<file path="config.mk">
export PLATFORM = sky130hd
export DESIGN_NAME = c2_pipe_cell_flat
export DESIGN_NICKNAME = d
export VERILOG_FILES = /design/src/rtl/c2_pipe_cell_if.sv /design/src/rtl/c2_pipe_cell.sv /design/src/flat_wrapper.sv
export SDC_FILE = /design/constraint.sdc
export NUM_CORES = 1
export LEC_CHECK = 0
export CORE_MARGIN = 2
export CORE_UTILIZATION = 44
export CTS_CLUSTER_SIZE = 10
export DETAILED_ROUTE_END_ITERATION = 10
export HOLD_SLACK_MARGIN = 0.05
export PLACE_DENSITY = 0.81
export SKIP_CTS_REPAIR_TIMING = 1
export SLEW_MARGIN = 40
export SYNTH_ARGS = -nofsm -noshare
export SYNTH_HDL_FRONTEND = slang
export SYNTH_SLANG_ARGS = --single-unit
</file>
<file path="constraint.sdc">
create_clock -name clk -period 1.9 [get_ports clk]
set_clock_uncertainty 0.2 [all_clocks]
set_input_delay 0.475 -clock clk [delete_from_list [all_inputs] [get_ports clk]]
set_output_delay 0.475 -clock clk [all_outputs]
set_load 0.01 [all_outputs]
</file>
<file path="src/rtl/c2_pipe_cell_if.sv">
// Bundles the C-cell config, select-term, data and result signals.
// master drives the operation; slave is the cell itself.
interface c2_pipe_cell_if #(
  parameter int SIZE = 5
);
  logic            cfg_we;
  logic [2:0]      cfg_mode;
  logic [2:0]      mode;
  logic            in_valid;
  logic            stall;
  logic [SIZE-1:0] D00;
  logic [SIZE-1:0] D01;
  logic [SIZE-1:0] D10;
  logic [SIZE-1:0] D11;
  logic            A1;
  logic            B1;
  logic            A0;
  logic            B0;
  logic [SIZE-1:0] out;
  logic            out_valid;
  logic [1:0]      sel_dbg;

  modport master (
    output cfg_we, cfg_mode, in_valid, stall,
    output D00, D01, D10, D11, A1, B1, A0, B0,
    input  mode, out, out_valid, sel_dbg
  );

  modport slave (
    input  cfg_we, cfg_mode, in_valid, stall,
    input  D00, D01, D10, D11, A1, B1, A0, B0,
    output mode, out, out_valid, sel_dbg
  );
endinterface

</file>
<file path="src/rtl/c2_pipe_cell.sv">
// Configurable 4:1 C-cell: mode-driven select, two registered stages, 2-cycle latency.
// stall freezes both stages (mode writes still land); sync reset flushes everything.
module c2_pipe_cell #(
  parameter int SIZE = 5
) (
  input  logic          clk,
  input  logic          rst,
  c2_pipe_cell_if.slave bus
);
  logic [2:0]            mode_q;
  logic                  s1_valid;
  logic [1:0]            sel_q;
  logic [3:0][SIZE-1:0]  d_q;
  logic [SIZE-1:0]       out_q;
  logic                  out_valid_q;

  logic                  s0;
  logic                  s1;
  logic [1:0]            sel;

  // Select uses the mode held before the edge, so a same-edge cfg write has no effect on it.
  always_comb begin
    s0  = mode_q[0] ? (bus.A0 | bus.B0) : (bus.A0 & bus.B0);
    s1  = mode_q[1] ? (bus.A1 & bus.B1) : (bus.A1 | bus.B1);
    sel = {s1, s0} ^ {2{mode_q[2]}};
  end

  always_ff @(posedge clk) begin
    if (rst) begin
      mode_q      <= 3'b000;
      s1_valid    <= 1'b0;
      sel_q       <= 2'b00;
      d_q         <= '0;
      out_q       <= '0;
      out_valid_q <= 1'b0;
    end else begin
      if (bus.cfg_we) begin
        mode_q <= bus.cfg_mode;
      end
      if (!bus.stall) begin
        s1_valid    <= bus.in_valid;
        sel_q       <= sel;
        d_q         <= {bus.D11, bus.D10, bus.D01, bus.D00};
        out_valid_q <= s1_valid;
        if (s1_valid) begin
          out_q <= d_q[sel_q];
        end
      end
    end
  end

  assign bus.mode      = mode_q;
  assign bus.sel_dbg   = sel_q;
  assign bus.out       = out_q;
  assign bus.out_valid = out_valid_q;
endmodule

</file>
<file path="src/flat_wrapper.sv">
// flat-port wrapper written by rule: the top's interface ports become plain ports
module c2_pipe_cell_flat 
#(
  parameter int SIZE = 5
)
  (clk, rst, bus_cfg_we, bus_cfg_mode, bus_in_valid, bus_stall, bus_D00, bus_D01, bus_D10, bus_D11, bus_A1, bus_B1, bus_A0, bus_B0, bus_mode, bus_out, bus_out_valid, bus_sel_dbg);
  c2_pipe_cell_if #(.SIZE(SIZE)) bus_i ();
  input  logic clk;
  input  logic rst;
  input wire logic [$bits(bus_i.cfg_we)-1:0] bus_cfg_we;
  input wire logic [$bits(bus_i.cfg_mode)-1:0] bus_cfg_mode;
  input wire logic [$bits(bus_i.in_valid)-1:0] bus_in_valid;
  input wire logic [$bits(bus_i.stall)-1:0] bus_stall;
  input wire logic [$bits(bus_i.D00)-1:0] bus_D00;
  input wire logic [$bits(bus_i.D01)-1:0] bus_D01;
  input wire logic [$bits(bus_i.D10)-1:0] bus_D10;
  input wire logic [$bits(bus_i.D11)-1:0] bus_D11;
  input wire logic [$bits(bus_i.A1)-1:0] bus_A1;
  input wire logic [$bits(bus_i.B1)-1:0] bus_B1;
  input wire logic [$bits(bus_i.A0)-1:0] bus_A0;
  input wire logic [$bits(bus_i.B0)-1:0] bus_B0;
  output wire logic [$bits(bus_i.mode)-1:0] bus_mode;
  output wire logic [$bits(bus_i.out)-1:0] bus_out;
  output wire logic [$bits(bus_i.out_valid)-1:0] bus_out_valid;
  output wire logic [$bits(bus_i.sel_dbg)-1:0] bus_sel_dbg;
  assign bus_i.cfg_we = bus_cfg_we;
  assign bus_i.cfg_mode = bus_cfg_mode;
  assign bus_i.in_valid = bus_in_valid;
  assign bus_i.stall = bus_stall;
  assign bus_i.D00 = bus_D00;
  assign bus_i.D01 = bus_D01;
  assign bus_i.D10 = bus_D10;
  assign bus_i.D11 = bus_D11;
  assign bus_i.A1 = bus_A1;
  assign bus_i.B1 = bus_B1;
  assign bus_i.A0 = bus_A0;
  assign bus_i.B0 = bus_B0;
  assign bus_mode = bus_i.mode;
  assign bus_out = bus_i.out;
  assign bus_out_valid = bus_i.out_valid;
  assign bus_sel_dbg = bus_i.sel_dbg;
  c2_pipe_cell #(.SIZE(SIZE)) u_core (.clk(clk), .rst(rst), .bus(bus_i));
endmodule
</file>
# ---- Word level (Yosys, flattened, before mapping)
# Index checks and enable logic that the tools add are counted.
dict set report classes {
  order_cmp 1
  muxes 4
  bitwise_logic 6
  reduce_logical 1
}
# operator n
set op_table {}
lappend op_table {{$bmux 5 s2} 1}
lappend op_table {{$mux 5} 1}
lappend op_table {{$lt 2x3->1 const B} 1}
lappend op_table {{$and 1x1->1} 2}
lappend op_table {{$mux 1} 2}
lappend op_table {{$or 1x1->1} 2}
lappend op_table {{$reduce_and 2->1} 1}
lappend op_table {{$xor 2x2->2} 1}
lappend op_table {{$not 1->1} 1}
dict set report totals {
  regBits 32
  input_bits 32
  output_inout_bits 11
  word_cells 21
}

# ---- Longest topological paths before layout
dict set report logic_depth {
  ltp_word 3
  depth_mapped 4
  mapped_depth_nobuf 3
}

# ---- Least setup slack after synthesis
# OpenSTA, ideal clock, no wires.
dict set report synth_path {
  path_type {input -> register}
  startpoint {input port bus_stall}
  endpoint {register u_core.sel_q[1] (netlist: u_core.bus.sel_dbg[1])}
  setup_ps 120
  arrival_time_ps 1140
  required_ps 1580
  path_slack_ps 440
  stages 4
  n_path_buf 1
  cell_sequence {buf_2 > or2_2 > nor3_1 > nor4_1}
}
# item line
set synth_lines {}
lappend synth_lines {{from (decl)} flat_wrapper.sv:13} ;# input wire logic [$bits(bus_i.stall)-1:0] bus_stall;
lappend synth_lines {{to (signal assigned)} c2_pipe_cell.sv:42} ;# sel_q <= sel;
lappend synth_lines {{to (decl)} c2_pipe_cell.sv:12} ;# logic [1:0] sel_q;

# ---- Final worst setup path
dict set report layout_path {
  startpoint {input port bus_stall}
  endpoint {register u_core.out_q[1] (netlist: u_core.bus.out[1])}
}
dict set report layout_via {
  elab_chain_cells 2
}
# item line
set layout_lines {}
lappend layout_lines {{$not 1->1 (no line)} --}
lappend layout_lines {{$reduce_and 2->1 (no line)} --}
lappend layout_lines {{to (signal assigned)} c2_pipe_cell.sv:46} ;# out_q <= d_q[sel_q];
lappend layout_lines {{to (decl)} c2_pipe_cell.sv:14} ;# logic [SIZE-1:0] out_q;
# Every way passes these cells.
# A chain may end at the register's enable or synchronous reset.

==> results.sh <==
export IMPL_status="complete, no violations"
export IMPL_cts_sinks=32
export IMPL_clk_latency_ns=0.32
export IMPL_reg2regPathDepth=4
export IMPL_crit_end="u_core.bus.out[1]"
export IMPL_core_area_um2=2780
export IMPL_timing_final_crit_share=0.839
export IMPL_die_h_um=58.2
export IMPL_setup_viol=0
export IMPL_utilization=0.683
export IMPL_synth_edf_count=0
export IMPL_power_mw=1.29
export IMPL_reg2reg_from="u_core.bus.sel_dbg[0]"
export IMPL_die_w_um=58.2
export IMPL_clockBufferDepth=2
export IMPL_cts_buffers=5
export IMPL_drcViolationCount=0
export IMPL_p_leak_nw=0.957
export IMPL_cp_slowest_stage_delay_ns=0.47
export IMPL_crit_path_cell_trace="clkdlybuf4s50_1 > buf_12 > nor2b_1 > nand2_1 > a21oi_1"
export IMPL_async_reset_ff_frac=0
export IMPL_routedWlPerCell_um=13.8
export IMPL_grt_pass1_wl_um=4630
export IMPL_ys_seq_elements=32
export IMPL_critPathTopFamily="buffers and inverters"
export IMPL_grt_pass1_vias=1084
export IMPL_syn_nets=155
export IMPL_n_antenna_cell=0
export IMPL_multi_input_area_um2=604
export IMPL_cts_root_buf="clkbuf_4"
export IMPL_drv_slew=0
export IMPL_h_tree_depth=2
export IMPL_min_path_cells=2
export IMPL_final_hold_violation_count=0
export IMPL_vias_per_cell=5.11
export IMPL_syn_inst=123
export IMPL_ios=43
export IMPL_tightestPinTransition_ns=0.300
export IMPL_crit_path_start="bus_stall"
export IMPL_end_kind="flop"
export IMPL_area_growth_pct=47.1
export IMPL_cp_depth=5
export IMPL_rows=19
export IMPL_seqCellArea_um2=642
export IMPL_syn_area_um2=1290
export IMPL_critical_path_max_fanout=15
export IMPL_rsz0062_at_grt="false"
export IMPL_cp_num_buf_inv=2
export IMPL_worst_path_max_delay_cell="clkdlybuf4s50_1"
export IMPL_cap_viol_max_count=0
export IMPL_peakVddDrop_uv=548
export IMPL_vias=1043
export IMPL_die_area_um2=3380
export IMPL_port_buffers=42
export IMPL_ant_nets=0
export IMPL_r2r_end="u_core.bus.out[1]"
export IMPL_syn_area_per_cell_um2=10.5
export IMPL_ys_types=21
export IMPL_clk_pin_slew_ns=0.08
export IMPL_cts_tree="built"
export IMPL_synthFlopType="dfxtp_1"
export IMPL_detailed_place_hpwl_um=2190
export IMPL_initial_core_util=0.464
export IMPL_path_class="input pin to flop"
export IMPL_powerDensity_nw_per_um2=680
export IMPL_fmax_mhz=627
export IMPL_overflow=0
export IMPL_drive_gt1_frac=0.127
export IMPL_crit_path_start_kind="input pin"
export IMPL_antenna_found_initial=0
export IMPL_layout_common_cells="31 x clkdlybuf4s50_1, 31 x dfxtp_1, 25 x nor2_1"
export IMPL_holdCritPathClass="flop to flop"
export IMPL_routed_wl_um=2810
export IMPL_r2r_setup_slack_ns=0.44
export IMPL_gp_congestion=0.772
export IMPL_fillCellCount=219
export IMPL_ys_warn_count=0
export IMPL_grt_max_degree=23
export IMPL_worst_slew_margin_rel=0.800
export IMPL_min_period_ns=1.60
export IMPL_critical_path_required_ns=1.95
export IMPL_drt_iter0_drc=16
export IMPL_drt_pass1_iter_count=4
export IMPL_grt_use_total=0.185
export IMPL_crit_arrival_ns=1.65
export IMPL_layout_nets=207
export IMPL_yosysSeqAreaShare=0.496
export IMPL_min_from="u_core.bus.out[4]"
## report_power, final
| group | internal [mW] | switching (mW) |
|---|---|---|
| Combinational | 0.153 | 0.0850 |
| Sequential | 0.707 | 0.0220 |
| Clock | 0.123 | 0.201 |
| Total | 0.983 | 0.308 |
## tightest hold or removal path, cell delays in order (launching register included)
cell and delay, ns:
dfxtp_1 0.31, nand2_1 0.05, a21oi_1 0.05
## per-stage QoR
stage | hold slack [ns] | TNS, ns | instance area [um2] | worst slack [ns] | instances
3_5_place_dp | 0.254 | -0.0674 | 1830 | -0.0223 | 199
4_1_cts | 0.266 | -0.229 | 1870 | -0.0968 | 204
6_report | 0.261 | 0 | 1900 | 0.305 | 204
5_1_grt | 0.287 | 0 | 1900 | 0.218 | 204
3_3_place_gp | 0.245 | 0 | 1830 | 0.00718 | 199
2_1_floorplan | 0.258 | 0 | 1290 | 0.440 | 123
## layer usage
layer,track usage,share of wire
met1,0.204,0.42
met5,0,0
met4,0.0598,0.010
met2,0.331,0.51
met3,0.0647,0.068
## cell families (layout without fill, tap and decap cells)
kind of cell / after synthesis / after routing / synth area share
DFF: 32 / 32 / 0.496
muxes: 29 / 29 / 0.273
adders and majority gates: 1 / 1 / 0.00775
xor gates and xnor gates: 1 / 1 / 0.00678
and+or+nand+nor: 43 / 43 / 0.138
AOI/OAI and AO/OA: 9 / 9 / 0.0426
buffers and inverters: 8 / 58 / 0.0358
## synth_stat cells (2+ instances only)
library cell / number / area share
mux2i_1: 24 / 0.19
clkbuf_1: 3 / 0.0087
dfxtp_1: 32 / 0.50
buf_4: 2 / 0.012
nor2_1: 25 / 0.073
nand2b_1: 2 / 0.0097
mux4_2: 5 / 0.087
nand2_1: 11 / 0.032
nor2b_1: 2 / 0.0097
a21oi_1: 6 / 0.023
## area by class of cell
cell class | count | share of cell area
timing repair buffer | 52 | 0.302
clock buffer | 5 | 0.0198
tap | 31 | 0.0204
multi-input combinational | 83 | 0.318
sequential | 32 | 0.338
inverter | 1 | 0.00198
## sequential cells by signal, summed over array words and instances (netlist names)
register and cells:
u_core.s1_valid 1, u_core.bus.mode 3, u_core.d_q 20, u_core.bus.out_valid 1, u_core.bus.out 5, u_core.bus.sel_dbg 2
## worst min path at each step
stage / end / slack [ns]
2_1_floorplan: u_core.d_q[10] / 0.26
3_3_place_gp: u_core.bus.out[0] / 0.24
3_5_place_dp: u_core.bus.out_valid / 0.25
4_1_cts: u_core.bus.out[4] / 0.27
5_1_grt: u_core.bus.out[3] / 0.29
6_report: u_core.bus.out[4] / 0.26
No activity file was read; power rests on OpenSTA's default activity.
